<file path="config.mk">
export PLATFORM = sky130hd
export DESIGN_NAME = load_store_unit
export DESIGN_NICKNAME = d
export VERILOG_FILES = /design/src/rtl/load_store_unit_pkg.sv /design/src/rtl/load_store_unit_lane_align.sv /design/src/rtl/load_store_unit.sv
export SDC_FILE = /design/constraint.sdc
export NUM_CORES = 1
export LEC_CHECK = 0
export CAP_MARGIN = 20
export CORE_MARGIN = 8
export CORE_UTILIZATION = 40
export DETAILED_ROUTE_END_ITERATION = 10
export PLACE_DENSITY = 0.73
export SLEW_MARGIN = 10
export SYNTH_ARGS = -nofsm -noshare
export SYNTH_HDL_FRONTEND = slang
export SYNTH_SLANG_ARGS = --single-unit
</file>
<file path="constraint.sdc">
create_clock -name clk -period 12.9 [get_ports clk]
set_clock_uncertainty 0.15 [all_clocks]
set_input_delay 1.935 -clock clk [delete_from_list [all_inputs] [get_ports clk]]
set_output_delay 1.935 -clock clk [all_outputs]
set_load 0.01 [all_outputs]
</file>
<file path="src/rtl/load_store_unit_pkg.sv">
// Shared definitions for the load/store unit: funct3 width encodings,
// FSM states, fault codes and the access legality checks.
package load_store_unit_pkg;

   // RV32I funct3 encodings (stores reuse the signed byte/half/word codes)
   localparam logic [2:0] F3_B  = 3'b000;
   localparam logic [2:0] F3_H  = 3'b001;
   localparam logic [2:0] F3_W  = 3'b010;
   localparam logic [2:0] F3_BU = 3'b100;
   localparam logic [2:0] F3_HU = 3'b101;

   typedef enum logic [1:0] {
      ST_IDLE = 2'b00,
      ST_REQ  = 2'b01,
      ST_RESP = 2'b10
   } lsu_state_t;

   typedef enum logic [1:0] {
      FAULT_NONE     = 2'b00,
      FAULT_MISALIGN = 2'b01,
      FAULT_ILLEGAL  = 2'b10,
      FAULT_TIMEOUT  = 2'b11
   } lsu_fault_t;

   // Stores only have signed-looking byte/half/word codes; loads add the unsigned variants
   function automatic logic f3_illegal(input logic store, input logic [2:0] f3);
      if (store) return !(f3 inside {F3_B, F3_H, F3_W});
      return !(f3 inside {F3_B, F3_H, F3_W, F3_BU, F3_HU});
   endfunction

   // funct3[1:0] carries the access size, so one check serves loads and stores
   function automatic logic f3_misaligned(input logic [2:0] f3, input logic [1:0] offset);
      case (f3[1:0])
         2'b01:   return offset[0];
         2'b10:   return offset != 2'b00;
         default: return 1'b0;
      endcase
   endfunction

endpackage

</file>
<file path="src/rtl/load_store_unit_lane_align.sv">
// Byte-lane steering: replicates store data across lanes with matching
// strobes, and extracts plus sign/zero-extends load data from a bus word.
module load_store_unit_lane_align
   import load_store_unit_pkg::*;
(
   input  logic [2:0]  st_funct3,
   input  logic [1:0]  st_offset,
   input  logic [31:0] store_data,
   output logic [31:0] wdata,
   output logic [3:0]  wstrb,
   input  logic [2:0]  ld_funct3,
   input  logic [1:0]  ld_offset,
   input  logic [31:0] rdata,
   output logic [31:0] load_value
);

   logic [31:0] shifted;
   logic [7:0]  byte_sel;
   logic [15:0] half_sel;

   // Store side: replicate the datum into every lane, strobe only the addressed ones
   always_comb begin
      wdata = store_data;
      wstrb = 4'b1111;
      case (st_funct3[1:0])
         2'b00: begin
            wdata = {4{store_data[7:0]}};
            wstrb = 4'b0001 << st_offset;
         end
         2'b01: begin
            wdata = {2{store_data[15:0]}};
            wstrb = 4'b0011 << {st_offset[1], 1'b0};
         end
         default: begin
            wdata = store_data;
            wstrb = 4'b1111;
         end
      endcase
   end

   // Load side: pick the addressed byte/half and extend it to 32 bits
   always_comb begin
      shifted    = rdata >> {ld_offset, 3'b000};
      byte_sel   = shifted[7:0];
      half_sel   = ld_offset[1] ? rdata[31:16] : rdata[15:0];
      load_value = rdata;
      case (ld_funct3)
         F3_B:    load_value = {{24{byte_sel[7]}}, byte_sel};
         F3_BU:   load_value = {24'h000000, byte_sel};
         F3_H:    load_value = {{16{half_sel[15]}}, half_sel};
         F3_HU:   load_value = {16'h0000, half_sel};
         default: load_value = rdata;
      endcase
   end

endmodule

</file>
<file path="src/rtl/load_store_unit.sv">
// Data-memory access stage: one req/ready bus transaction per memory
// instruction, stalling the core while it waits, with misalignment,
// illegal-funct3 and bus-timeout detection.
module load_store_unit
   import load_store_unit_pkg::*;
#(
   parameter int unsigned TIMEOUT = 256
) (
   input  logic        clk,
   input  logic        rst,
   input  logic        start,
   input  logic        is_store,
   input  logic [2:0]  funct3,
   input  logic [31:0] addr,
   input  logic [31:0] store_data,
   output logic        busy,
   output logic        done,
   output logic [31:0] load_result,
   output logic [1:0]  fault,
   output logic        mem_req,
   output logic        mem_we,
   output logic [31:0] mem_addr,
   output logic [31:0] mem_wdata,
   output logic [3:0]  mem_wstrb,
   input  logic [31:0] mem_rdata,
   input  logic        mem_ready
);

   localparam logic [31:0] TIMEOUT_LAST = 32'(TIMEOUT - 1);

   lsu_state_t  state;
   lsu_fault_t  fault_q;
   logic        cap_store;
   logic [2:0]  cap_funct3;
   logic [1:0]  cap_offset;
   logic [31:0] cnt;
   logic [31:0] lane_wdata;
   logic [3:0]  lane_wstrb;
   logic [31:0] load_value;

   // Store steering uses the live instruction; load extraction uses the captured one
   load_store_unit_lane_align u_lane_align (
      .st_funct3  (funct3),
      .st_offset  (addr[1:0]),
      .store_data (store_data),
      .wdata      (lane_wdata),
      .wstrb      (lane_wstrb),
      .ld_funct3  (cap_funct3),
      .ld_offset  (cap_offset),
      .rdata      (mem_rdata),
      .load_value (load_value)
   );

   // Stall is combinational so the pipeline freezes in the very cycle start appears
   assign busy  = ((state == ST_IDLE) && start) || (state == ST_REQ);
   assign fault = fault_q;

   // Access FSM with registered bus signals, timeout counter and load result
   always_ff @(posedge clk or posedge rst) begin
      if (rst) begin
         state       <= ST_IDLE;
         fault_q     <= FAULT_NONE;
         done        <= 1'b0;
         load_result <= 32'h0;
         mem_req     <= 1'b0;
         mem_we      <= 1'b0;
         mem_addr    <= 32'h0;
         mem_wdata   <= 32'h0;
         mem_wstrb   <= 4'b0000;
         cnt         <= 32'h0;
         cap_store   <= 1'b0;
         cap_funct3  <= 3'b000;
         cap_offset  <= 2'b00;
      end else begin
         done <= 1'b0;
         case (state)
            ST_IDLE: begin
               if (start) begin
                  cap_store  <= is_store;
                  cap_funct3 <= funct3;
                  cap_offset <= addr[1:0];
                  if (f3_illegal(is_store, funct3)) begin
                     fault_q <= FAULT_ILLEGAL;
                     done    <= 1'b1;
                     state   <= ST_RESP;
                  end else if (f3_misaligned(funct3, addr[1:0])) begin
                     fault_q <= FAULT_MISALIGN;
                     done    <= 1'b1;
                     state   <= ST_RESP;
                  end else begin
                     fault_q   <= FAULT_NONE;
                     mem_req   <= 1'b1;
                     mem_we    <= is_store;
                     mem_addr  <= {addr[31:2], 2'b00};
                     mem_wdata <= lane_wdata;
                     mem_wstrb <= is_store ? lane_wstrb : 4'b0000;
                     cnt       <= 32'h0;
                     state     <= ST_REQ;
                  end
               end
            end
            ST_REQ: begin
               if (mem_ready) begin
                  mem_req <= 1'b0;
                  done    <= 1'b1;
                  state   <= ST_RESP;
                  if (!cap_store) load_result <= load_value;
               end else if ((TIMEOUT != 0) && (cnt == TIMEOUT_LAST)) begin
                  mem_req <= 1'b0;
                  fault_q <= FAULT_TIMEOUT;
                  done    <= 1'b1;
                  state   <= ST_RESP;
               end else begin
                  cnt <= cnt + 32'h1;
               end
            end
            ST_RESP: begin
               state <= ST_IDLE;
            end
            default: begin
               state <= ST_IDLE;
            end
         endcase
      end
   end

endmodule

</file>
# After elaboration in Yosys (flattened, before gate mapping)
# Index checks and enable logic that the tools add are counted.
[totals]
ff_bits = 143
out_inout_bits = 106
elab_cells = 103
[classes]
addsub = 1
eq_ne = 18
shifts = 3
mux = 46
n_bitwise = 3
reduce_logical = 19
[op_table]
columns = ["op", "count"]
rows = [
  ["$mux 32", 5],
  ["$pmux 32 s2", 2],
  ["$pmux 32 s4", 1],
  ["$add 32x1->32 const B", 1],
  ["$eq 32x8->1 const B", 1],
  ["$shr 32x5->8", 1],
  ["$mux 1", 21],
  ["$mux 2", 9],
  ["$mux 16", 1],
  ["$eq 3x3->1 const B", 4],
  ["$ne 2x2->1 const B", 5],
  ["$pmux 2 s2", 2],
  ["$pmux 4 s2", 1],
  ["$reduce_and 4->1", 2],
  ["$eq 3x1->1 const B", 2],
  ["$logic_not 3->1", 2],
  ["$pmux 1 s2", 3],
  ["$reduce_and 6->1", 1],
  ["$reduce_and 5->1", 1],
  ["$reduce_bool 5->1", 1],
  ["$eq 2x1->1 const B", 2],
  ["$logic_not 2->1", 2],
  ["$mux 4", 1],
  ["$reduce_and 2->1", 2],
  ["other kinds (13)", 17],
]

# Logic depth before layout (Yosys ltp)
[logic_depth]
word_depth = 14
ltp_mapped = 11

# Hierarchy
# Synthesis repeated with hierarchy kept, for this count alone.
[unflattened]
hier_cells = 777
hier_area_um2 = 7213.2
[modules_own_cells]
columns = ["mod", "n_inst", "cells_per_inst", "area_each_um2", "seq_area_each_um2"]
rows = [
  ["load_store_unit", 1, 598, 6068.3, 3578.4],
  ["load_store_unit_lane_align", 1, 179, 1144.8, 0.0],
]

# Worst setup path after synthesis
# No wires, ideal clock.
[synth_timing]
path_kind = "in2reg"
startpoint = "input port funct3[1]"
endpoint = "register cnt[18]"
setup_ns = 0.066
arrival_ns = 4.203
required_time_ns = 12.684
slack_ns = 8.481
cell_stages = 10
cell_sequence = "clkbuf_1 -> inv_1 -> ha_1 -> clkbuf_1 -> nor4_1 -> a211o_1 -> nor3b_2 -> o2bb2ai_2 -> clkbuf_1 -> a22o_1"
[synth_via]
elab_chain_len = 9
word_cells_on_any_way = 22
[synth_lines]
columns = ["item", "line_no", "rtl"]
rows = [
  ["start: declaration", "load_store_unit.sv:13", "input logic [2:0] funct3,"],
  ["$eq 3x1->1 (tied with other cells)", "load_store_unit_pkg.sv:27, load_store_unit_pkg.sv:28", ""],
  ["$reduce_bool 3->1", "load_store_unit_pkg.sv:27", "if (store) return !(f3 inside {F3_B, F3_H, F3_W});"],
  ["$logic_not 1->1", "load_store_unit_pkg.sv:27", ""],
  ["$mux 1", "load_store_unit_pkg.sv:27", ""],
  ["$mux 1", "load_store_unit_pkg.sv:28", "return !(f3 inside {F3_B, F3_H, F3_W, F3_BU, F3_HU});"],
  ["$mux 1", "load_store_unit.sv:78", "if (start) begin"],
  ["$mux 1", "load_store_unit.sv:76", "case (state)"],
  ["$ne 2x2->1 (no source line)", "n/a", ""],
  ["$reduce_and 6->1 (no source line) (*)", "n/a", ""],
  ["end signal: assignment", "load_store_unit.sv:114", "cnt <= cnt + 32'h1;"],
  ["end: declaration", "load_store_unit.sv:36", "logic [31:0] cnt;"],
]
# Every way passes the cells marked *; elsewhere a longest branch is shown, timed or not. The select of a mux whose other input is x is not followed.
# A chain may end at the register's enable or synchronous reset.

# Worst setup path after layout
[layout_timing]
startpoint = "input port funct3[1]"
endpoint = "register cnt[7]"
# Same word-level chain as after synthesis.

==> flow_summary_export.csv <==
group,metric,value,unit
pwr,p_comb_share,40.3,%
setup_path,rrSetupSlack,10.22,ns
floorplan,die_h,149,um
global_route,antenna_found_initial,1,
cells_and_area,multi_input_area,3260,sq um
synthesis,synth_seq_cells,143,
pwr,leakage,4.48,nW
synthesis,yosysWarnings,0,
job,drv_cap,0,
worst_hold_path,hold_class,"flip-flop to flip-flop",
synthesis,synthFlopType,"dfrtp_1",
global_route,overflow,0,
clock_tree,cts_num_sinks,143,
routing,vias,6392,
global_route,met1_usage,23.6,%
setup_path,path_max_fanout,51,
clock_tree,cts_max_level,4,
pwr,swShare,33.9,%
synthesis,synth_edf_count,0,
sta,finalHoldViolations,0,
clock_tree,cts_tree,"done",
floorplan,start_util,40.9,%
clock_tree,cts_buffer_depth,2,
cells_and_area,seq_area,3580,sq um
sta,tightest_slew,1.06,ns
clock_tree,numCtsBuffers,17,
placement,place_area,9290,sq um
cells_and_area,nets,1066,
pwr,netSwitchingPower,689,uW
clock_tree,post-cts-setup-buffer-count,0,
global_route,track_usage,19.1,%
synthesis,yosysSeqAreaShare,50.4,%
global_route,grt_pass1_vias,6186,
global_route,grt_max_degree,79,
floorplan,rows,48,
routing,drc_errors,0,
setup_path,crit_arrival,5.72,ns
global_route,grt_pass1_wl,33900,um
synthesis,synthesis.area,7100,sq um
floorplan,die_x,149,um
placement,gp_congestion,0.832,
clock_tree,cts-root-buf,"clkbuf_16",
sta,fin_tns_setup,0,ns
sta,maxSlewHeadroom,29.4,%
sta,grt_setup_unrepaired,"false",
floorplan,dieArea,22300,sq um
pwr,clkPwrFrac,23.7,%
global_route,met2_usage,31.7,%
setup_path,cp-end-kind,"flip-flop",
clock_tree,cts_resized,0,
sta,fin_hold_ws,0.321,ns
placement,hpwlAfterDp,15400,um
sta,min_period,5.57,ns
pwr,internal-power,1.34,mW
clock_tree,path_clk_slew,0.06,ns
floorplan,core,17400,sq um
synthesis,synthArstFlopShare,100,%
routing,drt_iter0_drc,419,
clock_tree,cts_hold_buf,0,
setup_path,crit_type,"input pin to flip-flop",
sta,setup_viol,0,
cells_and_area,utilization,57.0,%
floorplan,ios,210,
routing,wl,21400,um
synthesis,synth_cell_types,57,
cells_and_area,drive_above_1_share,8.05,%
setup_path,worstPathRequired,13.05,ns
global_route,busiest_layer,"met2",
global_route,met3_usage,4.37,%
cells_and_area,fillers,1542,
clock_tree,clk_latency,0.42,ns
sta,finalCritPeriodShare,43.2,%
pwr,ir_drop,0.124,mV
placement,io_buffer_count,207,
pwr,powerDensity,205,nW/um^2
routing,firstDrtPassIters,5,
synthesis,syn_inst,771,
cells_and_area,final_area,9890,sq um
routing,antenna_left,0,
pwr,sequentialPowerShare,36.0,%
outcome,status,"finished clean",
routing,avgViaCountPerCell,5.35,
pwr,finalPower,2.03,mW
setup_path,crit_path_start_kind,"input pin",
synthesis,synth_area_per_cell,9.21,sq um
cells_and_area,area_growth,39.3,%
routing,wl_per_cell,17.9,um
sta,slew_violations,0,
sta,fmax,180,MHz
==> metrics by stage <==
| stage | instances | worst slack, ns |
|---|---|---|
| finish | 1195 | 7.33 |
| floorplan | 772 | 6.98 |
| detailed placement | 1161 | 6.91 |
| global route | 1195 | 7.06 |
| CTS | 1192 | 7.33 |
| global placement | 1160 | 7.00 |
==> power by group through the flow <==
stage / clock [mW] / sequential [mW] / combinational, mW
2_1_floorplan: 0 / 0.782 / 0.326
3_3_place_gp: 0 / 0.734 / 0.813
3_5_place_dp: 0 / 0.739 / 0.826
4_1_cts: 0.489 / 0.733 / 0.830
5_1_grt: 0.509 / 0.757 / 0.894
6_report: 0.481 / 0.732 / 0.819
==> cells in the mapped netlist (all sizes together), types with 10 or more instances <==
master  number  area, sq um
nand2      208          781
dfrtp      143         3580
o21ai       55          275
a21oi       44          220
clkbuf      35          141
nor2        29          109
mux2        21          236
mux2i       17          170
a22o        15          131
nor3        15         75.1
and3        14         87.6
buf         14         93.8
inv         12         45.0
nand3       12         60.1
o31ai       12         90.1
nand4       11         75.1
a211o       10         87.6
==> logic make-up (layout without fill, tap and decap cells) <==
kind of cell,Yosys count,in the layout,synth area share [%]
other,1,3,0.0528
AND/OR/NAND/NOR,339,339,21.8
XOR/XNOR,6,6,0.740
buffers and inverters,62,259,4.00
adder cells (fa/ha/maj),5,5,0.881
AO/OA/AOI/OAI,176,176,16.1
multiplexers,39,39,6.04
flip-flops,143,143,50.4
==> flip-flops by register name, summed over array words and instances, names as in the netlist <==
name,count
cap_offset,2
mem_wdata,32
cnt,32
mem_we,1
state,2
fault,2
load_result,32
cap_funct3,3
mem_addr,30
done,1
cap_store,1
mem_req,1
mem_wstrb,4
==> worst max-delay path, stage by stage <==
cell	delay, ns
clkdlybuf4s50_1	0.74
inv_1	0.25
ha_1	0.89
nor3b_1	0.17
a211o_1	0.36
nor3b_4	0.16
buf_4	0.49
o2bb2ai_2	0.08
buf_4	0.25
a221o_1	0.38
==> area by class of cell <==
| class | instances | share of cell area [%] |
|---|---|---|
| sequential | 143 | 36.2 |
| multi-input combinational | 567 | 32.9 |
| timing repair buffer | 215 | 21.7 |
| clock buffer | 21 | 4.66 |
| tap | 225 | 2.85 |
| clock inverter | 10 | 1.14 |
| inverter | 13 | 0.544 |
| antenna | 1 | 0.0253 |
==> placed cells by master, fill, tap and decap left out, drive strengths merged, types with 8 or more instances in the layout <==
| cell type | instances |
|---|---|
| o21ai | 55 |
| a22o | 15 |
| nand2 | 208 |
| buf | 8 |
| a21oi | 44 |
| nor2 | 29 |
| and3 | 14 |
| dfrtp | 143 |
| mux2 | 21 |
| a21o | 9 |
| o31ai | 12 |
| or2 | 9 |
| clkbuf | 21 |
| a211o | 10 |
| nor3 | 15 |
| nand3 | 12 |
| inv | 13 |
| nand4 | 11 |
| clkdlybuf4s50 | 207 |
| mux2i | 17 |
==> per-layer routing <==
metal	routed length [um]	vias up
met5	0	-
met4	678	0
met3	1060	35
met2	10800	180
met1	8910	3079
li1	-	3098
==> final timing paths <==
check | from | endpoint | cells after the start
min in group asynchronous | rst | cnt[20] | 2
hold / removal | mem_wstrb[3] | mem_wstrb[3] | 2
setup / recovery | funct3[1] | cnt[7] | 10
max in group asynchronous | rst | load_result[14] | 3
setup reg to reg | cnt[10] | cnt[2] | 5
hold reg to reg | mem_wstrb[3] | mem_wstrb[3] | 2
Power figures use the tool's default switching activity.
